<file path="config.mk">
export PLATFORM = sky130hd
export DESIGN_NAME = gcm_gctr_sequencer
export DESIGN_NICKNAME = d
export VERILOG_FILES = /design/src/rtl/gcm_pkg.sv /design/src/rtl/gcm_byte_mask.sv /design/src/rtl/gcm_gctr_sequencer.sv
export SDC_FILE = /design/constraint.sdc
export NUM_CORES = 2
export LEC_CHECK = 0
export ABC_AREA = 0
export BUFFER_PORTS_ARGS = -buffer_cell sky130_fd_sc_hd__buf_2
export CORE_AREA = 2 2 585 587
export CTS_BUF_LIST = sky130_fd_sc_hd__clkbuf_16
export CTS_CLUSTER_SIZE = 16
export DETAILED_ROUTE_END_ITERATION = 16
export DIE_AREA = 0 0 587 589
export PLACE_DENSITY = 0.3
export SETUP_SLACK_MARGIN = 0.1
export SYNTH_ARGS = -nofsm -noshare
export SYNTH_HDL_FRONTEND = slang
export SYNTH_HIERARCHICAL = 1
export SYNTH_SLANG_ARGS = --single-unit
</file>
<file path="constraint.sdc">
create_clock -name iClk -period 6.85 [get_ports iClk]
set_input_delay 1.37 -clock iClk [delete_from_list [all_inputs] [get_ports iClk]]
set_output_delay 1.37 -clock iClk [all_outputs]
set_load 0.05 [all_outputs]
</file>
<file path="src/rtl/gcm_pkg.sv">
// Shared definitions for the GCM datapath: bus widths and the GCTR sequencer state encoding.
package gcm_pkg;

    localparam int unsigned BLK_W   = 128;
    localparam int unsigned KEY_W   = 256;
    localparam int unsigned IV_W    = 96;
    localparam int unsigned LEN_W   = 4;
    localparam int unsigned BYTES_N = BLK_W / 8;

    typedef enum logic [3:0] {
        ST_IDLE    = 4'd0,
        ST_CLR     = 4'd1,
        ST_JOB_H   = 4'd2,
        ST_JOB_Y0  = 4'd3,
        ST_WAIT_IN = 4'd4,
        ST_JOB_D   = 4'd5,
        ST_OUT     = 4'd6,
        ST_GAP     = 4'd7,
        ST_DONE    = 4'd8
    } gctr_state_t;

endpackage

</file>
<file path="src/rtl/gcm_byte_mask.sv">
// Last-block byte mask: byte j occupies bits [8j:8j+7]; bytes at or beyond len are zeroed.
// A length of 0 denotes a full 16-byte block and passes the data through untouched.
module gcm_byte_mask
    import gcm_pkg::*;
(
    input  logic [0:BLK_W-1] data,
    input  logic [LEN_W-1:0] len,
    output logic [0:BLK_W-1] masked_c
);

    always_comb begin
        masked_c = data;
        for (int unsigned j = 0; j < BYTES_N; j++) begin
            if ((len != '0) && (LEN_W'(j) >= len)) begin
                masked_c[8*j +: 8] = 8'h00;
            end
        end
    end

endmodule

</file>
<file path="src/rtl/gcm_gctr_sequencer.sv">
// Drives gctr_block through one GCM message: hash key job, E(K,Y0) job, then one job per data
// block, with valid/ready streams on the data side and a masked final block.
module gcm_gctr_sequencer
    import gcm_pkg::*;
#(
    parameter int unsigned CNT_W = 16
) (
    input  logic               iClk,
    input  logic               iRstn,
    input  logic               iStart,
    input  logic [0:KEY_W-1]   iKey,
    input  logic               iKeylen,
    input  logic               iEncdec,
    input  logic [0:IV_W-1]    iIV,
    input  logic [CNT_W-1:0]   iNumBlocks,
    input  logic [LEN_W-1:0]   iLastBytes,
    input  logic [0:BLK_W-1]   iData,
    input  logic               iData_valid,
    output logic               oData_ready,
    output logic [0:BLK_W-1]   oData,
    output logic               oData_valid,
    input  logic               iOut_ready,
    output logic [0:BLK_W-1]   oH,
    output logic               oH_valid,
    output logic [0:BLK_W-1]   oEkY0,
    output logic               oEkY0_valid,
    output logic               oBusy,
    output logic               oDone,
    output logic               oGctrRstn,
    output logic               oGctrInit,
    output logic [0:KEY_W-1]   oGctrKey,
    output logic               oGctrKeylen,
    output logic               oGctrEncdec,
    output logic [0:IV_W-1]    oGctrIV,
    output logic               oGctrKey_valid,
    output logic               oGctrIV_valid,
    output logic               oGctrBlock_valid,
    output logic               oGctrHashKey,
    output logic               oGctrY0,
    output logic [0:BLK_W-1]   oGctrBlock,
    input  logic [0:BLK_W-1]   iGctrResult,
    input  logic               iGctrResult_valid
);

    gctr_state_t      state;
    gctr_state_t      gap_next;
    logic [CNT_W-1:0] rem_cnt;
    logic [LEN_W-1:0] last_bytes_q;
    logic             clr_q;
    logic [LEN_W-1:0] mask_len_c;
    logic [0:BLK_W-1] masked_c;

    // Restarts the gctr_block counter for one cycle at the start of every message.
    assign oGctrRstn = iRstn & ~clr_q;

    // Only the final data block of the message is truncated.
    assign mask_len_c = (rem_cnt == CNT_W'(1)) ? last_bytes_q : '0;

    gcm_byte_mask u_mask (
        .data     (iGctrResult),
        .len      (mask_len_c),
        .masked_c (masked_c)
    );

    always_ff @(posedge iClk) begin
        if (!iRstn) begin
            state            <= ST_IDLE;
            gap_next         <= ST_IDLE;
            rem_cnt          <= '0;
            last_bytes_q     <= '0;
            clr_q            <= 1'b0;
            oData_ready      <= 1'b0;
            oData            <= '0;
            oData_valid      <= 1'b0;
            oH               <= '0;
            oH_valid         <= 1'b0;
            oEkY0            <= '0;
            oEkY0_valid      <= 1'b0;
            oBusy            <= 1'b0;
            oDone            <= 1'b0;
            oGctrInit        <= 1'b0;
            oGctrKey         <= '0;
            oGctrKeylen      <= 1'b0;
            oGctrEncdec      <= 1'b0;
            oGctrIV          <= '0;
            oGctrKey_valid   <= 1'b0;
            oGctrIV_valid    <= 1'b0;
            oGctrBlock_valid <= 1'b0;
            oGctrHashKey     <= 1'b0;
            oGctrY0          <= 1'b0;
            oGctrBlock       <= '0;
        end else begin
            oDone <= 1'b0;
            unique case (state)
                ST_IDLE: begin
                    if (iStart) begin
                        oGctrKey     <= iKey;
                        oGctrKeylen  <= iKeylen;
                        oGctrEncdec  <= iEncdec;
                        oGctrIV      <= iIV;
                        rem_cnt      <= iNumBlocks;
                        last_bytes_q <= iLastBytes;
                        oH_valid     <= 1'b0;
                        oEkY0_valid  <= 1'b0;
                        oBusy        <= 1'b1;
                        clr_q        <= 1'b1;
                        state        <= ST_CLR;
                    end
                end

                ST_CLR: begin
                    clr_q    <= 1'b0;
                    gap_next <= ST_JOB_H;
                    state    <= ST_GAP;
                end

                // One idle cycle between jobs so gctr_block sees Init low in its IDLE.
                ST_GAP: begin
                    state <= gap_next;
                    if ((gap_next == ST_JOB_H) || (gap_next == ST_JOB_Y0)) begin
                        oGctrInit        <= 1'b1;
                        oGctrKey_valid   <= 1'b1;
                        oGctrIV_valid    <= 1'b1;
                        oGctrBlock_valid <= 1'b1;
                        oGctrHashKey     <= (gap_next == ST_JOB_H);
                        oGctrY0          <= (gap_next == ST_JOB_Y0);
                        oGctrBlock       <= '0;
                    end
                    if (gap_next == ST_WAIT_IN) begin
                        oData_ready <= 1'b1;
                    end
                    if (gap_next == ST_DONE) begin
                        oDone <= 1'b1;
                    end
                end

                ST_JOB_H: begin
                    if (iGctrResult_valid) begin
                        oH               <= iGctrResult;
                        oH_valid         <= 1'b1;
                        oGctrInit        <= 1'b0;
                        oGctrKey_valid   <= 1'b0;
                        oGctrIV_valid    <= 1'b0;
                        oGctrBlock_valid <= 1'b0;
                        oGctrHashKey     <= 1'b0;
                        gap_next         <= ST_JOB_Y0;
                        state            <= ST_GAP;
                    end
                end

                ST_JOB_Y0: begin
                    if (iGctrResult_valid) begin
                        oEkY0            <= iGctrResult;
                        oEkY0_valid      <= 1'b1;
                        oGctrInit        <= 1'b0;
                        oGctrKey_valid   <= 1'b0;
                        oGctrIV_valid    <= 1'b0;
                        oGctrBlock_valid <= 1'b0;
                        oGctrY0          <= 1'b0;
                        gap_next         <= (rem_cnt == '0) ? ST_DONE : ST_WAIT_IN;
                        state            <= ST_GAP;
                    end
                end

                ST_WAIT_IN: begin
                    if (iData_valid) begin
                        oData_ready      <= 1'b0;
                        oGctrBlock       <= iData;
                        oGctrInit        <= 1'b1;
                        oGctrKey_valid   <= 1'b1;
                        oGctrIV_valid    <= 1'b1;
                        oGctrBlock_valid <= 1'b1;
                        oGctrHashKey     <= 1'b0;
                        oGctrY0          <= 1'b0;
                        state            <= ST_JOB_D;
                    end
                end

                ST_JOB_D: begin
                    if (iGctrResult_valid) begin
                        oData            <= masked_c;
                        oData_valid      <= 1'b1;
                        oGctrInit        <= 1'b0;
                        oGctrKey_valid   <= 1'b0;
                        oGctrIV_valid    <= 1'b0;
                        oGctrBlock_valid <= 1'b0;
                        state            <= ST_OUT;
                    end
                end

                // The accept cycle doubles as the inter-job gap.
                ST_OUT: begin
                    if (iOut_ready) begin
                        oData_valid <= 1'b0;
                        if (rem_cnt != '0) begin
                            rem_cnt <= rem_cnt - CNT_W'(1);
                        end
                        if (rem_cnt > CNT_W'(1)) begin
                            oData_ready <= 1'b1;
                            state       <= ST_WAIT_IN;
                        end else begin
                            oDone <= 1'b1;
                            state <= ST_DONE;
                        end
                    end
                end

                ST_DONE: begin
                    oBusy <= 1'b0;
                    state <= ST_IDLE;
                end

                default: begin
                    state <= ST_IDLE;
                end
            endcase
        end
    end

endmodule

</file>
Word-level counts from Yosys, hierarchy flattened
Cells that the tools add are included.
{"block": "word_totals", "reg_bits": 904, "in_bits": 636, "out_inout_bits": 879}
{"block": "classes", "add_sub_neg": 1, "n_lt_le_gt_ge": 17, "eq_ne": 25, "muxes": 61, "bitwise_logic": 2, "n_reduce_logical": 52}
{"operator": "$mux 128", "count": 2}
{"operator": "$pmux 128 s2", "count": 1}
{"operator": "$mux 8", "count": 16}
{"operator": "$mux 16", "count": 3}
{"operator": "$mux 4", "count": 10}
{"operator": "$ge 4x4->1 const A", "count": 8}
{"operator": "$pmux 16 s2", "count": 1}
{"operator": "$pmux 4 s7", "count": 1}
{"operator": "$eq 4x3->1 const B", "count": 5}
{"operator": "$ne 2x2->1 const B", "count": 10}
{"operator": "$eq 16x1->1 const B", "count": 1}
{"operator": "$eq 4x2->1 const B", "count": 4}
{"operator": "$ge 3x4->1 const A", "count": 4}
{"operator": "$gt 16x1->1 const B", "count": 1}
{"operator": "$logic_and 1x1->1", "count": 16}
{"operator": "$logic_not 16->1", "count": 1}
{"operator": "$mux 1", "count": 16}
{"operator": "$reduce_and 4->1", "count": 4}
{"operator": "$reduce_bool 16->1", "count": 1}
{"operator": "$sub 16x1->16 const B", "count": 1}
{"operator": "$reduce_and 3->1", "count": 5}
{"operator": "$reduce_bool 3->1", "count": 5}
{"operator": "$reduce_bool 2->1", "count": 7}
{"operator": "$pmux 1 s2", "count": 6}
{"operator": "other kinds (16)", "count": 29}

Longest topological paths before layout
{"block": "logic_depth", "ltp_word": 5, "mapped_depth": 10}

Cells and area by module
The synthesis kept the hierarchy.
{"mod": "gcm_gctr_sequencer", "n_inst": 1, "cells_per_inst": 3932, "area_per_inst_um2": 31501.5}
{"mod": "gcm_byte_mask", "n_inst": 1, "cells_per_inst": 189, "area_per_inst_um2": 1247.4}

Worst setup path before layout
No wires, ideal clock.
{"block": "synth_path", "path_kind": "input port to output port", "start": "in iRstn", "end": "out oGctrRstn", "arrival_time_ns": 2.476, "required_ns": 5.480, "setup_slack_ns": 3.004, "cell_stages": 4, "n_path_buf": 2, "path_cell_list": "inv_2 > clkbuf_1 > buf_1 > nor2_1"}
{"block": "synth_via", "elab_chain_cells": 1}
{"item": "from (decl)", "line_no": "gcm_gctr_sequencer.sv:9", "source": "input logic iRstn,"}
{"item": "$and 1x1->1", "line_no": "gcm_gctr_sequencer.sv:54", "source": "assign oGctrRstn = iRstn & ~clr_q;"}
{"item": "to (decl)", "line_no": "gcm_gctr_sequencer.sv:29", "source": "output logic oGctrRstn,"}
Every way passes these cells.

Final worst setup path
Ends and elaborated chain as after synthesis.

==> results.cfg <==
[layout]
finalInstanceArea_mm2 = 0.0494
multi_input_area_mm2 = 0.0132
fin_nets = 6110
ff_latch_area_mm2 = 0.0181
area_delta_synth_final_pct = 50.7
drive_gt1_share_pct = 31.7
layout_commonest_cell = nand2_1
final_cell_mix = nand2_1 (1,518), buf_2 (1,514), dfxtp_1 (904)
fill_cells = 39319

[place]
dp_hpwl_mm = 209
portBuffers = 1514
gp_congestion = 0.904
placed_area_mm2 = 0.0451

[timing]
finalCritPeriodShare_pct = 59.3
finClkSkew_ns = 0.0457
setup-tns-final_ns = 0
whs_ns = 0.449
drv_slew = 0
hold_viol = 0
slew_headroom_pct = 26.7
finalCriticalPeriod_ns = 4.06
grt_setup_unrepaired = no
worstMarginPinSlew_ns = 1.10
fmax_mhz = 246
setup_viol = 0

[routing]
postRouteAntennaNets = 0
dr_total_vias = 35648
wl_per_cell_um = 25.7
avgViaCountPerCell = 3.52
drt_wl_total_mm = 260
drt-initial-drc-count = 1843
drt_first_pass_iters = 5
drc_errors = 0

[worst_setup_path]
cp-start-kind = primary input
cp.arrival_ns = 2.69
path_common_cell = buf_2
worst-setup-path-type = primary input to output port
cp_cell_sequence = buf_2, inv_8, nor2_1, buf_2
critPathMaxStageDelay_ns = 0.35
crit_fanout = 79
end_kind = output port
critPathSlowestCell = buf_2
cp_data_required_time_ns = 5.48

[grt]
grt_pass1_wl_mm = 339
track_usage_pct = 14.4
grt_max_degree = 173
antenna_found_initial = 187
grt_pass1_vias = 34328
overflow = 0

[die]
num_rows = 214
io_pins = 1515
die_h_um = 589
dieArea_mm2 = 0.346
die_w_um = 587
start_util_pct = 9.66
fp.coreArea_mm2 = 0.339

[cts]
worstSkewPairLatency_ns = 0.83
cts_tree = yes
cts.sinks = 904
path_clk_slew_ns = 0.05
cts_made_buffers = 136
cts_setup_buffers = 0
htreeDepth = 4
cts_resized = 0
cts_hold_buf = 0
cts_root_buf = clkbuf_16
clk_path_buf_depth = 4

[min_path]
min_path_type = register to register

[synth]
synth.distinct_cells = 66
synth_edf_count = 0
postSynthCellCount = 4121
synthesis.nets = 4760
syn_area_mm2 = 0.0327
synth-async-reset-ratio_pct = 0
yosysWarnings = 6
ys_ff_latch = 904
yosysSeqAreaShare_pct = 55.3
ys.flop_type = dfxtp_1
synth_area_per_cell_um2 = 7.95

[run_status]
status = finished clean

[flow_run]
max-cap-violations = 0

[power_and_ir_drop]
peakVddDrop_mv = 0.216
power_leakage_nw = 20.3
powerDensity_mw_per_mm2 = 404
## per-stage QoR
stage | cells | utilization, % | power, mW | setup slack, ns
final | 10140 | 14.6 | 20.0 | 2.79
after global placement | 9868 | 13.3 | 13.5 | 2.72
after detailed placement | 9869 | 13.3 | 13.5 | 2.79
after floorplan | 4121 | - | 10.7 | 3.00
after CTS | 10099 | 14.5 | 20.5 | 2.79
after global routing | 10109 | 14.5 | 21.0 | 2.76
## cells in the mapped netlist (8+ instances only)
master | n | area (um^2)
o21ai_0 | 18 | 90.1
a21oi_1 | 771 | 3860
nor3_1 | 10 | 50.1
nand2_1 | 1520 | 5710
clkbuf_1 | 242 | 908
buf_4 | 12 | 90.1
and2_1 | 13 | 81.3
a22oi_1 | 131 | 983
o2bb2ai_1 | 8 | 70.1
nor2_1 | 161 | 604
dfxtp_1 | 904 | 18100
inv_1 | 22 | 82.6
a21boi_0 | 75 | 563
and3_1 | 9 | 56.3
a31oi_1 | 19 | 119
buf_2 | 79 | 395
nand3_1 | 9 | 45.0
## area by class of cell
cell class                 instances  area share [%]
antenna                           41           0.208
clock inverter                    92            1.33
multi-input combinational       2852            26.8
inverter                          23           0.190
timing repair buffer            1554            16.4
sequential                       904            36.7
tap                             4536            11.5
clock buffer                     138            7.00
## flip-flops by register name, summed over array words and instances (netlist names), 4 cells and up
name,flops
oGctrKey,256
oData,128
oEkY0,128
oGctrBlock,128
oH,128
oGctrIV,96
rem_cnt,16
gap_next,4
last_bytes_q,4
state,4
## report_power, final
part,switching (mW),internal (mW)
logic,5.43,1.34
registers,0.435,5.96
clock network,2.89,3.91
## worst max-delay path: cells and delay by family
kind | cells | cell delay [ns]
simple gates | 1 | 0.32
buf+inv | 3 | 0.93
## metal layers
metal  global-route usage, %  vias up  routed length [um]
met4                    3.28      118                6960
met2                    24.6     1493              125000
li1                        -    16367                   -
met3                    6.64      454               27200
met5                       0        -                 726
met1                    16.2    17216              101000
## worst paths after layout
path	from	endpoint	slack, ns	cells after the start
worst max-delay path	iRstn	oGctrRstn	2.79	4
worst min-delay path	oEkY0[90]	oEkY0[90]	0.45	2
worst max register to register	rem_cnt[4]	oData[14]	3.38	8
worst min register to register	oEkY0[90]	oEkY0[90]	0.45	2
## kinds of logic (layout without fill, tap and decap cells)
group / Yosys count / in the layout / share of synthesized area [%]
buf+inv: 365 / 1807 / 4.74
simple gates: 1770 / 1770 / 21.1
xor+xnor: 2 / 2 / 0.0535
other cells: 0 / 41 / 0
compound gates: 1074 / 1074 / 18.6
mux: 3 / 3 / 0.0917
fa+ha+maj: 3 / 3 / 0.115
flops: 904 / 904 / 55.3
Power figures use the tool's default switching activity.
